--- config.mk ---
export PLATFORM = sky130hd
export DESIGN_NAME = vespa_dft_pulse_gen
export DESIGN_NICKNAME = d
export VERILOG_FILES = /design/src/rtl/vespa_dft_pulse_gen.sv
export SDC_FILE = /design/constraint.sdc
export NUM_CORES = 1
export LEC_CHECK = 0
export ABC_AREA = 1
export BUFFER_PORTS_ARGS = -buffer_cell sky130_fd_sc_hd__buf_2
export CORE_AREA = 2 2 161 202
export DETAILED_ROUTE_END_ITERATION = 8
export DIE_AREA = 0 0 163 204
export HOLD_SLACK_MARGIN = 0.08
export PLACE_DENSITY_LB_ADDON = 0.12
export SKIP_CTS_REPAIR_TIMING = 1
export SLEW_MARGIN = 20
export SYNTH_ARGS = -nofsm -noshare
export SYNTH_HDL_FRONTEND = slang
export SYNTH_SLANG_ARGS = --single-unit
--- constraint.sdc ---
create_clock -name i_clk -period 4.8 [get_ports i_clk]
set_input_delay 0.72 -clock i_clk [delete_from_list [all_inputs] [get_ports i_clk]]
set_output_delay 0.72 -clock i_clk [all_outputs]
set_load 0.005 [all_outputs]
--- src/rtl/vespa_dft_pulse_gen.sv ---
// -----------------------------------------------------------------------------
// vespa_dft_pulse_gen
//
// Multi-channel DFT pulse generator for the VESPA loop/feedback test path.
// Each channel either runs a programmable burst (H cycles high, L cycles low,
// N pulses; N = 0 runs until stopped) or, in gate mode, drives a registered
// copy of start & ~stop.
//
// Ports:
//   i_clk        sole clock, rising edge
//   i_rst        asynchronous, active-high reset
//   i_start      per-channel launch request (level-sampled)
//   i_stop       per-channel abort/inhibit (level-sampled, dominates start)
//   i_gate_mode  0 = burst mode, 1 = gate mode (examined only in IDLE)
//   i_cfg_high   high cycles per pulse (0 behaves as 1)
//   i_cfg_low    low cycles between pulses (0 behaves as 1)
//   i_cfg_count  pulses per burst (0 = continuous)
//   o_pulse      registered pulse outputs
//   o_busy       channel is executing a burst
//   o_done       1-cycle strobe: burst completed normally
//   o_aborted    1-cycle strobe: burst terminated by stop
//   o_dbg_state  per-channel FSM state, 2 bits per channel (0 IDLE, 1 HIGH, 2 LOW)
//
// Control semantics: there is no valid/ready handshake. start and stop are
// plain levels sampled on every rising edge. A channel accepts start only
// while IDLE with stop low; start seen while busy is ignored, and a start
// still held when a burst finishes launches the next burst on the following
// edge. stop aborts a running burst and suppresses a launch on the same edge.
// -----------------------------------------------------------------------------
module vespa_dft_pulse_gen #(
   parameter int CHANNELS = 4,
   parameter int WIDTH_W  = 8,
   parameter int COUNT_W  = 8
) (
   input  logic                  i_clk,
   input  logic                  i_rst,
   input  logic [CHANNELS-1:0]   i_start,
   input  logic [CHANNELS-1:0]   i_stop,
   input  logic                  i_gate_mode,
   input  logic [WIDTH_W-1:0]    i_cfg_high,
   input  logic [WIDTH_W-1:0]    i_cfg_low,
   input  logic [COUNT_W-1:0]    i_cfg_count,
   output logic [CHANNELS-1:0]   o_pulse,
   output logic [CHANNELS-1:0]   o_busy,
   output logic [CHANNELS-1:0]   o_done,
   output logic [CHANNELS-1:0]   o_aborted,
   output logic [2*CHANNELS-1:0] o_dbg_state
);

   typedef enum logic [1:0] {
      ST_IDLE = 2'd0,
      ST_HIGH = 2'd1,
      ST_LOW  = 2'd2
   } state_t;

   // Zero durations are promoted to one cycle so the countdown never stalls.
   logic [WIDTH_W-1:0] w_cfg_h;
   logic [WIDTH_W-1:0] w_cfg_l;

   assign w_cfg_h = (i_cfg_high == '0) ? WIDTH_W'(1) : i_cfg_high;
   assign w_cfg_l = (i_cfg_low  == '0) ? WIDTH_W'(1) : i_cfg_low;

   for (genvar g = 0; g < CHANNELS; g++) begin : g_ch
      state_t             r_state;
      state_t             w_state_nxt;
      logic [WIDTH_W-1:0] r_dur;
      logic [WIDTH_W-1:0] w_dur_nxt;
      logic [COUNT_W-1:0] r_rem;
      logic [COUNT_W-1:0] w_rem_nxt;
      logic [WIDTH_W-1:0] r_h;
      logic [WIDTH_W-1:0] r_l;
      logic               r_cont;
      logic               r_gate;
      logic               w_gate_nxt;
      logic               r_done;
      logic               w_done_nxt;
      logic               r_abort;
      logic               w_abort_nxt;
      logic               w_load;

      always_ff @(posedge i_clk or posedge i_rst) begin
         if (i_rst) begin
            r_state <= ST_IDLE;
            r_dur   <= '0;
            r_rem   <= '0;
            r_h     <= '0;
            r_l     <= '0;
            r_cont  <= 1'b0;
            r_gate  <= 1'b0;
            r_done  <= 1'b0;
            r_abort <= 1'b0;
         end else begin
            r_state <= w_state_nxt;
            r_dur   <= w_dur_nxt;
            r_rem   <= w_rem_nxt;
            r_gate  <= w_gate_nxt;
            r_done  <= w_done_nxt;
            r_abort <= w_abort_nxt;
            // Shared cfg values are frozen per channel at launch.
            if (w_load) begin
               r_h    <= w_cfg_h;
               r_l    <= w_cfg_l;
               r_cont <= (i_cfg_count == '0);
            end
         end
      end

      always_comb begin
         w_state_nxt = r_state;
         w_dur_nxt   = r_dur;
         w_rem_nxt   = r_rem;
         w_gate_nxt  = 1'b0;
         w_done_nxt  = 1'b0;
         w_abort_nxt = 1'b0;
         w_load      = 1'b0;
         case (r_state)
            ST_IDLE: begin
               if (i_gate_mode) begin
                  w_gate_nxt = i_start[g] & ~i_stop[g];
               end else if (i_start[g] && !i_stop[g]) begin
                  w_load      = 1'b1;
                  w_state_nxt = ST_HIGH;
                  w_dur_nxt   = w_cfg_h;
                  w_rem_nxt   = i_cfg_count;
               end
            end
            ST_HIGH: begin
               // stop is checked first so an abort on the last high cycle
               // beats the normal completion.
               if (i_stop[g]) begin
                  w_state_nxt = ST_IDLE;
                  w_abort_nxt = 1'b1;
                  w_dur_nxt   = '0;
               end else if (r_dur <= WIDTH_W'(1)) begin
                  if (!r_cont && r_rem == COUNT_W'(1)) begin
                     w_state_nxt = ST_IDLE;
                     w_done_nxt  = 1'b1;
                     w_dur_nxt   = '0;
                  end else begin
                     w_state_nxt = ST_LOW;
                     w_dur_nxt   = r_l;
                  end
               end else begin
                  w_dur_nxt = r_dur - WIDTH_W'(1);
               end
            end
            ST_LOW: begin
               if (i_stop[g]) begin
                  w_state_nxt = ST_IDLE;
                  w_abort_nxt = 1'b1;
                  w_dur_nxt   = '0;
               end else if (r_dur <= WIDTH_W'(1)) begin
                  w_state_nxt = ST_HIGH;
                  w_dur_nxt   = r_h;
                  // Continuous bursts leave the remaining counter untouched.
                  if (!r_cont) begin
                     w_rem_nxt = r_rem - COUNT_W'(1);
                  end
               end else begin
                  w_dur_nxt = r_dur - WIDTH_W'(1);
               end
            end
            default: begin
               w_state_nxt = ST_IDLE;
            end
         endcase
      end

      // Pulse is decoded from registered state, so reset clears it at once.
      assign o_pulse[g]           = (r_state == ST_HIGH) | r_gate;
      assign o_busy[g]            = (r_state != ST_IDLE);
      assign o_done[g]            = r_done;
      assign o_aborted[g]         = r_abort;
      assign o_dbg_state[2*g +: 2] = r_state;
   end

endmodule

# Word level (Yosys, flattened, before mapping)
# Index checks and enable logic that the tools add are counted.
dict set report word_totals {
  register_bits 152
  inputBits 35
  out_inout_bits 24
  wordCells 285
}
dict set report op_classes {
  add_sub_neg 8
  order_cmp 4
  n_eq_ne 40
  mux 134
  n_bitwise 12
  n_reduce_logical 51
}
# operator count
set op_table {}
lappend op_table {{2-to-1 mux 8 bit} 50}
lappend op_table {{case mux 8 bit (3 select lines)} 4}
lappend op_table {{case mux 8 bit (2 select lines)} 4}
lappend op_table {{subtractor 8 x 1 -> 8 bit (second input constant)} 8}
lappend op_table {{2-to-1 mux 2 bit} 28}
lappend op_table {{2-to-1 mux 1 bit} 44}
lappend op_table {{!= test 2 bit (second input constant)} 20}
lappend op_table {{== test 8 x 1 -> 1 bit (second input constant)} 4}
lappend op_table {{<= comparator 8 x 1 -> 1 bit (second input constant)} 4}
lappend op_table {{zero test 8 bit} 3}
lappend op_table {{!= test 3 bit (second input constant)} 8}
lappend op_table {{case mux 2 bit (3 select lines)} 4}
lappend op_table {{AND reduction 6 bit} 4}
lappend op_table {{AND reduction 4 bit} 4}
lappend op_table {{nonzero test 2 bit} 8}
lappend op_table {{AND reduction 3 bit} 4}
lappend op_table {{nonzero test 3 bit} 4}
lappend op_table {{== test 2 x 1 -> 1 bit (second input constant)} 4}
lappend op_table {{== test 2 bit (second input constant)} 4}
lappend op_table {{logical AND 1 bit} 8}
lappend op_table {{zero test 1 bit} 8}
lappend op_table {{zero test 2 bit} 4}
lappend op_table {{OR reduction 2 bit} 4}
lappend op_table {{bitwise AND 1 bit} 4}
lappend op_table {{2 further kinds} 8}

# Logic depth before layout (Yosys ltp)
dict set report depth {
  word_depth 6
  mapped_depth 14
  depth_no_buf 12
}

# Worst setup path after synthesis
# Ideal clock, no wire load.
dict set report synth_path {
  path_kind {input-to-reg}
  startpoint {in i_stop[2]}
  endpoint {reg g_ch[2].r_dur[1]}
  setup_time_ns 0.123
  arrival_time_ns 1.636
  t_required_ns 4.677
  slack_ns 3.042
  path_stages 9
  n_path_buf 2
  cell_sequence {inv_2 -> nand2_1 -> o21ai_1 -> inv_1 -> or2_1 -> buf_2 -> buf_6 -> a21oi_1 -> a21oi_1}
}
dict set report synth_via {
  elab_chain_cells 4
  word_cells_on_any_way 7
  cone_classes {eq/ne: 1; mux: 3; reduce/logical: 3}
}
# element line
set synth_lines {}
lappend synth_lines {{from (decl)} 38} ;# input logic [CHANNELS-1:0] i_stop,
lappend synth_lines {{zero test 1 bit} 120} ;# end else if (i_start[g] && !i_stop[g]) begin
lappend synth_lines {{logical AND 1 bit} 120}
lappend synth_lines {{!= test 2 bit (no source line)} -}
lappend synth_lines {{AND reduction 3 bit (no source line)} -}
lappend synth_lines {{to (signal assigned)} 94} ;# r_dur <= w_dur_nxt;
lappend synth_lines {{to (decl)} 66} ;# logic [WIDTH_W-1:0] r_dur;
# Parallel ways exist; a longest one is shown, timed or not.
# A chain may end at the register's enable or synchronous reset.

# Worst setup path in the final report
dict set report layout_path {
  startpoint {reg g_ch[0].r_state[0]}
  endpoint {reg g_ch[0].r_rem[0]}
}
dict set report layout_via {
  elab_chain_cells 3
  word_cells_on_any_way 10
  cone_classes {eq/ne: 6; mux: 1; reduce/logical: 3}
}
# element line
set layout_lines {}
lappend layout_lines {{from (decl)} 64} ;# state_t r_state;
lappend layout_lines {{from (signal assigned)} 93} ;# r_state <= w_state_nxt;
lappend layout_lines {{== test 2 bit or zero test 2 bit (tied branches)} 116} ;# case (r_state)
lappend layout_lines {{!= test 2 bit (no source line) or nonzero test 2 bit (tied branches)} -}
lappend layout_lines {{AND reduction 6 bit (no source line)} -}
lappend layout_lines {{to (signal assigned)} 95} ;# r_rem <= w_rem_nxt;
lappend layout_lines {{to (decl)} 68} ;# logic [COUNT_W-1:0] r_rem;
# Parallel ways exist; a longest one is shown, timed or not.

==> results.txt <==
----------------------------------------------------
[Place]
  Post-DP HPWL ... around 22000 µm
  Place WS ... around 2.1 ns
  Port bufs ... 58
  Routability Congestion ... ~0.84
  Placed cell count ... between 1500 and 2000

[Layout]
  Diodes inserted ... 0
  Net total in the final layout ... approximately 1400
  Fill cell instance count of the final layout ... about 3500
  Final Core Density ... 0.3331
  Cell Count, Final, Fillers Out ... ~1800
  Sequential cell area ... 3804 µm²
  Multi-input gate area ... 4518 µm²
  Synth-to-layout area growth ... 13.26%
  Share of final-layout standard cells stronger than drive strength 1 ... 0.09517

[STA]
  Share of the cycle needed by the critical path after routing ... 0.5698
  Tmin final ... ~2.7 ns
  Final setup violating endpoints ... 0
  Highest Clock Rate ... about 370 MHz
  Relative slew margins ... 0.3123
  Actual slew at the worst max-slew pin ... a little over 1 ns
  Sum of negative setup slack ... 0 ns
  Post-layout worst setup margin ... approximately 2.1 ns
  Count of endpoints failing hold in the final timing report ... 0
  Setup repair after global routing missed its margin ... false
  Final max-slew violation count ... 0
  Worst Skew ... ~0.0096 ns

[Drt]
  Via count normalized by instance count ... 4.762
  Number of vias in the routed layout ... 8467
  Wirelength per Cell ... approximately 17 µm
  Number of DRC violations after detailed-routing iteration 0 ... ~490
  Antenna-violating nets left ... 0
  Detailed Route WL ... 30130 µm
  First drt pass iteration count ... 5
  Detailed-route DRC error count ... 0

[Setup path]
  Required time at the endpoint of the critical path ... between 5 and 6 ns
  Buf+Inv Stages, Crit Path ... 3
  Critical path's largest stage delay ... roughly 0.70 ns
  Max FO, Critical Path ... 14
  Top Family by Delay on Critical Path ... simple AND/OR/NAND/NOR gates
  WS Path Type ... flip-flop to flip-flop
  Startpoint kind of the worst setup timing path ... flip-flop
  Flop-to-flop setup slack ... between 2 and 2.5 ns
  Critical Path Slowest Stage Cell ... sky130_fd_sc_hd__nor2_1
  Worst setup EP type ... flip-flop
  Cell Chain, Critical Path ... inv_1, ha_1, inv_1, nor2_1, nand3_1, o21ai_0, nand2_1, inv_2, o21ai_0
  Critical path data arrival time ... around 3.1 ns

[Logic synthesis]
  Area fraction of the dominant cell type after synthesis ... 0.4104
  Asr flop ratio synth ... 1.000
  Post-Synthesis Mean Instance Area ... 7.053 µm²
  Cell count after synthesis ... about 1300
  Number of library cell types mapped by synthesis ... between 40 and 50
  Cell type with the highest aggregate area in the netlist ... sky130_fd_sc_hd__dfrtp_1
  Number of synthesized flops with an enable pin ... 0
  Warnings from Yosys ... 0
  Sequential area share after synthesis ... 0.4104
  Primary FF master, synth ... sky130_fd_sc_hd__dfrtp_1
  Flops & latches, synth ... 152
  Syn Nets ... between 1000 and 1500
  Main area contributors after synthesis ... sky130_fd_sc_hd__dfrtp_1 (41%), sky130_fd_sc_hd__nand2_1 (16%), sky130_fd_sc_hd__o21ai_0 (7.9%)
  Cell with the most instances after synthesis ... sky130_fd_sc_hd__nand2_1
  Total standard cell area after synthesis ... about 9300 µm²
  List of most frequent post-synthesis cells ... sky130_fd_sc_hd__nand2_1 (406), sky130_fd_sc_hd__inv_1 (180), sky130_fd_sc_hd__dfrtp_1 (152)

[Pwr]
  Switching power summed over all nets ... approximately 3300 µW
  Max rail drop VDD ... between 200 and 250 µV
  Combinational Power Share ... 0.478
  Proportion of total power due to net switching ... 0.4632
  Total power ... a little over 7000 µW
  Portion of total power attributed to sequential cells ... 0.323
  Cell leakage power ... between 0.005 and 0.006 µW
  Internal power ... about 3800 µW
  Clock group share of total power ... 0.199
  Power density over the cells ... about 680 nW/µm²

[CTS]
  Root Buffer ... sky130_fd_sc_hd__clkbuf_16
  Clock latency reported for the late side of the worst-skew pair ... roughly 0.45 ns
  Cts bufs inserted ... 17
  Clk slew on worst S/H paths ... approximately 0.060 ns
  Maximum number of buffers from clock root to sink ... 2
  Number of H-tree branching levels ... 4
  CTS tree ... yes
  Num Clock Sinks ... around 150

[Floorplan]
  Die Width ... 163 µm
  FP Rows ... 73
  Number of top-level pins ... 59
  Effective utilization at floorplan ... 0.2941
  Std-Cell Core Area ... approximately 32000 µm²
  Vert. Die Dim ... roughly 200 µm
  Area enclosed by the die boundary ... roughly 33000 µm²

[Flow run]
  Count of max-cap constraint violations ... 0

[Global route]
  Maximum number of pins on one net before global-route repair ... 153
  GRT Total Usage ... 0.1897
  Global-route wire length before repair ... ~48000 µm
  Number of global-route vias before repair ... ~8300
  Total global routing overflow ... 0
  Initial antenna violation count ... 0

[Min path]
  Class of the tightest hold or removal check ... input pin to async pin

[Run status]
  Outcome ... complete, no violations

----------------------------------------------------
==> through the flow <==
stage / cell area (µm²) / hold slack, ns
floorplan: 9271 / 0.4413
global route: 10500 / 0.5106
global placement: 9889 / 0.4635
finish: 10500 / 0.4267
detailed placement: 9889 / 0.4645
CTS: 10500 / 0.4766
==> sequential cells by signal, summed over array words and instances (netlist names) <==
| register | flops |
|---|---|
| g_ch.r_cont | 4 |
| g_ch.r_done | 4 |
| g_ch.r_gate | 4 |
| g_ch.r_state | 8 |
| g_ch.r_rem | 32 |
| g_ch.r_abort | 4 |
| g_ch.r_l | 32 |
| g_ch.r_dur | 32 |
| g_ch.r_h | 32 |
==> kinds of logic (layout without fill, tap and decap cells) <==
kind of cell / count (synthesis) / count (layout) / share of synthesized area
AO/OA/AOI/OAI: 233 / 233 / 0.1369
XOR/XNOR: 11 / 11 / 0.01040
adder cells (fa/ha/maj): 32 / 32 / 0.04320
buffers and inverters: 233 / 285 / 0.1027
flip-flops: 152 / 152 / 0.4104
AND/OR/NAND/NOR: 653 / 653 / 0.2963
==> final cells by class <==
cell class	count	area share
clock inverter	12	0.01430
timing repair buffer	61	0.03099
clock buffer	20	0.04351
sequential	152	0.3624
multi-input combinational	929	0.4304
tap	412	0.04911
inverter	192	0.06926
==> cells in the final DEF (no fill, tap or decap), types with 3 or more instances in the layout <==
cell type / n
sky130_fd_sc_hd__nand2_1: 406
sky130_fd_sc_hd__inv_1: 179
sky130_fd_sc_hd__dfrtp_1: 152
sky130_fd_sc_hd__o21ai_0: 147
sky130_fd_sc_hd__nor2_1: 98
sky130_fd_sc_hd__nand3_1: 94
sky130_fd_sc_hd__buf_2: 58
sky130_fd_sc_hd__a21oi_1: 44
sky130_fd_sc_hd__ha_1: 32
sky130_fd_sc_hd__nand4_1: 21
sky130_fd_sc_hd__clkbuf_16: 17
sky130_fd_sc_hd__a21boi_0: 9
sky130_fd_sc_hd__xor2_1: 9
sky130_fd_sc_hd__nor2_2: 8
sky130_fd_sc_hd__inv_2: 7
sky130_fd_sc_hd__o21ai_1: 7
sky130_fd_sc_hd__nor3_1: 7
sky130_fd_sc_hd__a21boi_1: 6
sky130_fd_sc_hd__or2_2: 5
sky130_fd_sc_hd__clkinv_1: 4
sky130_fd_sc_hd__nor2_4: 4
sky130_fd_sc_hd__clkinvlp_4: 4
sky130_fd_sc_hd__o22ai_1: 4
sky130_fd_sc_hd__clkinv_2: 4
sky130_fd_sc_hd__a31oi_1: 3
sky130_fd_sc_hd__bufinv_16: 3
==> per-layer routing <==
metal / share of wire / track usage / vias to the layer above
li1: - / - / 4233
met1: 0.44 / 0.2379 / 4039
met3: 0.033 / 0.02699 / 40
met5: 0 / 0 / -
met2: 0.50 / 0.3261 / 155
met4: 0.031 / 0.07838 / 0
==> final timing paths <==
check / endpoint / startpoint / cells after the start
min: g_ch[3].r_done$_DFF_PP0_ / i_rst / 3
min reg2reg: g_ch[1].r_rem[5]$_DFFE_PP0P_ / g_ch[1].r_rem[5]$_DFFE_PP0P_ / 2
max: g_ch[0].r_rem[0]$_DFFE_PP0P_ / g_ch[0].r_state[0]$_DFFE_PP0P_ / 9
min in group i_clk: g_ch[1].r_rem[5]$_DFFE_PP0P_ / g_ch[1].r_rem[5]$_DFFE_PP0P_ / 2
max in group asynchronous: g_ch[1].r_cont$_DFFE_PP0P_ / i_rst / 3
max reg2reg: g_ch[0].r_rem[0]$_DFFE_PP0P_ / g_ch[0].r_state[0]$_DFFE_PP0P_ / 9
==> power by group through the flow <==
stage / Combinational, µW / Clock [µW] / Sequential [µW]
finish: 3430 / 1420 / 2320
global route: 3970 / 1520 / 2400
floorplan: 2570 / 0 / 2190
CTS: 3470 / 1460 / 2320
global placement: 3470 / 0 / 2330
detailed placement: 3450 / 0 / 2330
==> worst register-to-register path: cells and delay by family, from the launching register on <==
kind / cells / cell delay (ns)
AO/OA/AOI/OAI: 2 / 0.22
adder cells (fa/ha/maj): 1 / 0.32
flip-flops: 1 / 0.45
buffers and inverters: 3 / 0.62
AND/OR/NAND/NOR: 3 / 0.99
Note: power is estimated with default switching activity, not from simulation.
